File: config.mk
export PLATFORM = sky130hd
export DESIGN_NAME = muldiv_seq
export DESIGN_NICKNAME = d
export VERILOG_FILES = /design/src/rtl/muldiv_pkg.sv /design/src/rtl/muldiv_step.sv /design/src/rtl/muldiv_seq.sv
export SDC_FILE = /design/constraint.sdc
export NUM_CORES = 1
export LEC_CHECK = 0
export ABC_AREA = 1
export ABC_CLOCK_PERIOD_IN_PS = 3900
export CORE_MARGIN = 1.5
export CORE_UTILIZATION = 50
export DETAILED_ROUTE_END_ITERATION = 12
export PLACE_DENSITY = 0.71
export RECOVER_POWER = 25
export SLEW_MARGIN = 0
export SYNTH_ARGS = -nofsm -noshare
export SYNTH_HDL_FRONTEND = slang
export SYNTH_SLANG_ARGS = --single-unit
export TNS_END_PERCENT = 20
File: constraint.sdc
create_clock -name clk -period 3.9 [get_ports clk]
set_input_delay 0.585 -clock clk [delete_from_list [all_inputs] [get_ports clk]]
set_output_delay 0.585 -clock clk [all_outputs]
set_load 0.02 [all_outputs]
File: src/rtl/muldiv_pkg.sv
// Shared encodings for the HI/LO multiply/divide sequencer: op codes, FSM states, counter sizing.
package muldiv_pkg;

    localparam int DEF_WIDTH = 32;

    localparam logic [1:0] OP_MULTU = 2'b00;
    localparam logic [1:0] OP_MULT  = 2'b01;
    localparam logic [1:0] OP_DIVU  = 2'b10;
    localparam logic [1:0] OP_DIV   = 2'b11;

    typedef enum logic [2:0] {
        ST_IDLE,
        ST_PREP,
        ST_RUN,
        ST_FIX,
        ST_DONE
    } state_e;

    function automatic int iter_w(input int w);
        return $clog2(w + 1);
    endfunction

    localparam int ITER_W = iter_w(DEF_WIDTH);

endpackage

File: src/rtl/muldiv_step.sv
// One iteration of the shared datapath: WIDTH+1-bit add (multiply) or trial subtract (divide).
module muldiv_step #(
    parameter int WIDTH = 32
) (
    input  logic [WIDTH:0] x,
    input  logic [WIDTH:0] y,
    input  logic           sub,
    output logic [WIDTH:0] res
);

    assign res = sub ? (x - y) : (x + y);

endmodule

File: src/rtl/muldiv_seq.sv
// Iterative MULT/MULTU/DIV/DIVU sequencer owning HI/LO; one bit per cycle, 35-cycle latency.
// Optional divide-by-zero flag output enabled by defining MULDIV_DIV0_FLAG_EN.
module muldiv_seq
    import muldiv_pkg::*;
#(
    parameter int WIDTH = DEF_WIDTH
) (
    input  logic             clk,
    input  logic             reset,
    input  logic             start,
    input  logic [1:0]       op,
    input  logic [WIDTH-1:0] a,
    input  logic [WIDTH-1:0] b,
    input  logic             hi_we,
    input  logic             lo_we,
    input  logic [WIDTH-1:0] wdata,
    output logic             busy,
    output logic             done,
`ifdef MULDIV_DIV0_FLAG_EN
    output logic             div_zero,
`endif
    output logic [WIDTH-1:0] hi,
    output logic [WIDTH-1:0] lo
);

    localparam int CNT_W = iter_w(WIDTH);

    state_e               state_q, state_d;
    logic [1:0]           op_q, op_d;
    logic [2*WIDTH-1:0]   prod_q, prod_d;
    logic [WIDTH-1:0]     opnd_q, opnd_d;
    logic [WIDTH-1:0]     hi_q, hi_d;
    logic [WIDTH-1:0]     lo_q, lo_d;
    logic                 sgn_quot_q, sgn_quot_d;
    logic                 sgn_rem_q, sgn_rem_d;
    logic [CNT_W-1:0]     cnt_q, cnt_d;
    logic                 busy_q, busy_d;
    logic                 done_q, done_d;

    logic                 is_signed, is_div;
    logic [WIDTH-1:0]     upper, lower, a_abs, b_abs;
    logic [2*WIDTH-1:0]   prod_neg;
    logic [WIDTH:0]       step_x, step_y, step_res;

    // prod_q carries the raw {a,b} into PREP, then {remainder,quotient} or the product.
    assign upper     = prod_q[2*WIDTH-1:WIDTH];
    assign lower     = prod_q[WIDTH-1:0];
    assign is_signed = op_q[0];
    assign is_div    = op_q[1];
    assign a_abs     = (is_signed && upper[WIDTH-1]) ? -upper : upper;
    assign b_abs     = (is_signed && lower[WIDTH-1]) ? -lower : lower;
    assign prod_neg  = -prod_q;

    assign step_x = is_div ? {upper, lower[WIDTH-1]} : {1'b0, upper};
    assign step_y = {1'b0, opnd_q};

    muldiv_step #(.WIDTH(WIDTH)) u_step (
        .x   (step_x),
        .y   (step_y),
        .sub (is_div),
        .res (step_res)
    );

    always_comb begin
        state_d    = state_q;
        op_d       = op_q;
        prod_d     = prod_q;
        opnd_d     = opnd_q;
        hi_d       = hi_q;
        lo_d       = lo_q;
        sgn_quot_d = sgn_quot_q;
        sgn_rem_d  = sgn_rem_q;
        cnt_d      = cnt_q;
        done_d     = 1'b0;

        case (state_q)
            ST_IDLE: begin
                if (hi_we) hi_d = wdata;
                if (lo_we) lo_d = wdata;
                if (start) begin
                    state_d = ST_PREP;
                    op_d    = op;
                    prod_d  = {a, b};
                end
            end
            ST_PREP: begin
                sgn_quot_d = is_signed && (upper[WIDTH-1] ^ lower[WIDTH-1]);
                sgn_rem_d  = is_signed && upper[WIDTH-1];
                if (is_div) begin
                    prod_d = {{WIDTH{1'b0}}, a_abs};
                    opnd_d = b_abs;
                end else begin
                    prod_d = {{WIDTH{1'b0}}, b_abs};
                    opnd_d = a_abs;
                end
                cnt_d   = CNT_W'(WIDTH);
                state_d = ST_RUN;
            end
            ST_RUN: begin
                // Divide: a set MSB on the trial result means it went negative, so restore.
                if (is_div) begin
                    if (!step_res[WIDTH])
                        prod_d = {step_res[WIDTH-1:0], lower[WIDTH-2:0], 1'b1};
                    else
                        prod_d = {prod_q[2*WIDTH-2:0], 1'b0};
                end else if (prod_q[0]) begin
                    prod_d = {step_res, lower[WIDTH-1:1]};
                end else begin
                    prod_d = {1'b0, prod_q[2*WIDTH-1:1]};
                end
                cnt_d = cnt_q - 1'b1;
                if (cnt_q == CNT_W'(1)) state_d = ST_FIX;
            end
            ST_FIX: begin
                if (is_div) begin
                    lo_d = sgn_quot_q ? -lower : lower;
                    hi_d = sgn_rem_q  ? -upper : upper;
                end else begin
                    {hi_d, lo_d} = sgn_quot_q ? prod_neg : prod_q;
                end
                done_d  = 1'b1;
                state_d = ST_DONE;
            end
            ST_DONE: state_d = ST_IDLE;
            default: state_d = ST_IDLE;
        endcase

        busy_d = (state_d != ST_IDLE);
    end

    always_ff @(posedge clk or negedge reset) begin
        if (!reset) begin
            state_q    <= ST_IDLE;
            op_q       <= 2'b00;
            prod_q     <= '0;
            opnd_q     <= '0;
            hi_q       <= '0;
            lo_q       <= '0;
            sgn_quot_q <= 1'b0;
            sgn_rem_q  <= 1'b0;
            cnt_q      <= '0;
            busy_q     <= 1'b0;
            done_q     <= 1'b0;
        end else begin
            state_q    <= state_d;
            op_q       <= op_d;
            prod_q     <= prod_d;
            opnd_q     <= opnd_d;
            hi_q       <= hi_d;
            lo_q       <= lo_d;
            sgn_quot_q <= sgn_quot_d;
            sgn_rem_q  <= sgn_rem_d;
            cnt_q      <= cnt_d;
            busy_q     <= busy_d;
            done_q     <= done_d;
        end
    end

    assign busy = busy_q;
    assign done = done_q;
    assign hi   = hi_q;
    assign lo   = lo_q;

`ifdef MULDIV_DIV0_FLAG_EN
    logic dz_pend_q, dz_pend_d;
    logic div_zero_q, div_zero_d;

    always_comb begin
        dz_pend_d  = dz_pend_q;
        div_zero_d = 1'b0;
        if (state_q == ST_PREP) dz_pend_d = is_div && (lower == '0);
        if (state_q == ST_FIX)  div_zero_d = dz_pend_q;
    end

    always_ff @(posedge clk or negedge reset) begin
        if (!reset) begin
            dz_pend_q  <= 1'b0;
            div_zero_q <= 1'b0;
        end else begin
            dz_pend_q  <= dz_pend_d;
            div_zero_q <= div_zero_d;
        end
    end

    assign div_zero = div_zero_q;
`else
    // Divide by zero is silent in this build; results follow the all-ones quotient rule.
`endif

endmodule

==> impl_metrics.toml <==
[outcome]
status = "finished, violations left"
violations = "max-capacitance violations, max-slew violations"

[detailed_routing]
drtAntennaViolNets = 0
wire_per_inst_um = 22.3
wl_mm = 79.4
vias_per_cell = 6.10
num_vias = 21755
drt_iter0_drc = 3111
remaining_drc_errors = 0
firstDrtPassIters = 7

[synth]
synth_fa_ha_area_frac = 0.0283
ys_seq_area_frac = 0.250
synthMuxAreaShare = 0.000644
synth_cells = 2980
synth_seq_cells = 175
synth_top_family_by_area = "simple AND/OR/NAND/NOR gates"
synth_compound_area_frac = 0.221
ys.flop_type = "dfrtp_1"
synth_edf_count = 0
yosys.area_share.simple = 0.352
synth-xor-area-share = 0.0381
ys_types = 46
synth_nets = 3122
syn_area_um2 = 17500
ys_async_sr_fraction = 1.00
yosysWarnings = 0
synth.avg_cell_area_um2 = 5.87

[global_routing]
grt.total_usage = 0.428
overflow = 0
grt_pass1_wl_mm = 116
grt_max_degree = 98
antenna_found_initial = 2
grt_pass1_vias = 19389

[finish]
final_common_cell = "nand2_1"
nNetsFinal = 3241
nFillCells = 3429
postLayoutCellArea_um2 = 20900
seq_area_um2 = 4380
area.growth.synth_to_final_pct = 19.7
mostFrequentLayoutCells = "nand2_1 (827), inv_1 (309), nor2_1 (305), a21oi_1 (283), nand3_1 (244)"
diodes = 0
final_core_util = 0.608
drive_gt1_frac = 0.0791
multi_input_area_um2 = 11600

[worst_setup_path]
critPathLaunchType = "flop"
required_ps = 4300
slowest_stage = "dfrtp_1"
worstSetupEndpointType = "flop"
crit_family = "simple AND/OR/NAND/NOR gates"
crit_buf_inv = 4
path_max_fanout = 7
cpMostUsedCell = "nand2_4"
critPathKind = "reg2reg"
worstPathArrival_ps = 4220
slowest_delay_ps = 400

[floorplan]
core_area_um2 = 34500
dieHeight_um = 190
placementRows = 68
initial_core_util = 0.508
fp.dieW_um = 190
dieArea_um2 = 36100
pin_count = 169

[sta]
finalSetupTns_ps = 0
finalCritPeriodShare = 0.979
max_freq_mhz = 262
hold_violations = 0
setup_viol = 0
clock_skew_ps = 16.8
final_max_slew_viol_count = 97
relSlewSlack = -0.803
rsz0062_at_grt = "yes"
tightest_slew_ps = 2700
period_needed_ps = 3820
whs_ps = 493

[run]
max-cap-violations = 1

[clock_network]
clockBufferDepth = 2
cts_sinks = 175
clock_latency_ps = 470
numCtsBuffers = 17
clkSlewWorstSetupHoldPaths_ps = 80
cts_tree = "yes"
h-tree-depth = 4
cts-root-buf = "clkbuf_16"

[placed_design]
routabilityCongestion = 1.03
port_buffers = 168
hpwl_mm = 61.0
detailed_place.area_um2 = 19800

[min_path]
min_path_type = "reg2reg"
## synth_stat cells, types with 8 or more instances
cell      count  area [um^2]
nand2_1     843         3160
inv_1       316         1190
nor2_1      316         1190
a21oi_1     301         1510
nand3_1     251         1260
o21ai_0     240         1200
dfrtp_1     175         4380
clkbuf_1    131          492
xor2_1       68          596
o211ai_1     58          435
ha_1         38          475
a211oi_1     31          233
buf_1        28          105
a31oi_1      19          119
nand4_1      19          119
a22oi_1      18          135
nor3_1       14         70.1
or2_2        12         75.1
and2_1        9         56.3
buf_2         9         45.0
o22ai_1       9         56.3
o21ai_1       8         40.0
xnor2_1       8         70.1
## registers in the layout (all words and copies together) (netlist names), 2 cells and up
register / flops
state_q: 3
opnd_q: 32
cnt_q: 6
op_q: 2
hi: 32
prod_q: 64
lo: 32
## cell families after synthesis
family / count (synthesis)
AOI/OAI and AO/OA: 702
xor gates and xnor gates: 76
adders and majority gates: 39
buffers and inverters: 494
DFF: 175
muxes: 1
and+or+nand+nor: 1493
## area by class of cell
class / count / area share
Clock buffer: 17 / 0.0203
Sequential cell: 175 / 0.209
Multi-Input combinational cell: 2311 / 0.555
Tap cell: 455 / 0.0272
Clock inverter: 14 / 0.00693
Inverter: 321 / 0.0577
Timing Repair Buffer: 273 / 0.123
## worst paths after layout
kind | start | end | slack (ps) | depth (start not counted)
worst max-delay path | opnd_q[2]$_DFFE_PN0P_ | prod_q[51]$_DFFE_PN0P_ | 80 | 26
max in group asynchronous | reset | prod_q[21]$_DFFE_PN0P_ | 1350 | 1
worst min register to register | lo[12]$_DFFE_PN0P_ | lo[12]$_DFFE_PN0P_ | 490 | 2
worst min-delay path | lo[12]$_DFFE_PN0P_ | lo[12]$_DFFE_PN0P_ | 490 | 2
worst max register to register | opnd_q[2]$_DFFE_PN0P_ | prod_q[51]$_DFFE_PN0P_ | 80 | 26
min in group asynchronous | reset | prod_q[38]$_DFFE_PN0P_ | 890 | 1
## through the flow
step / std cells / setup WS [ps]
after floorplan: 2980 / 474
after global placement: 3523 / -14.1
after detailed placement: 3523 / -138
after CTS: 3554 / -9.73
after global routing: 3566 / -91.7
final: 3566 / 81.5
## layer usage
metal | track usage | routed length [um]
met5 | 0 | 11
met4 | 0.228 | 4730
met3 | 0.0996 | 9960
met2 | 0.630 | 33200
met1 | 0.580 | 31500
## repair_timing
action	CTS	global route
pin swaps	0	37
cloned	0	1
resized for setup	11	92
hold buffers	0	0
endpoints found under the setup margin	31	33
setup buffers	0	12
## tightest hold or removal path: cells and delay by family (launching register included)
kind,cells,cell delay (ps)
flip-flops,1,350
AND/OR/NAND/NOR,2,110
Power is left out: the tool's default activity adds up to more than one toggle a clock period on the data nets, which glitch-free logic cannot reach.
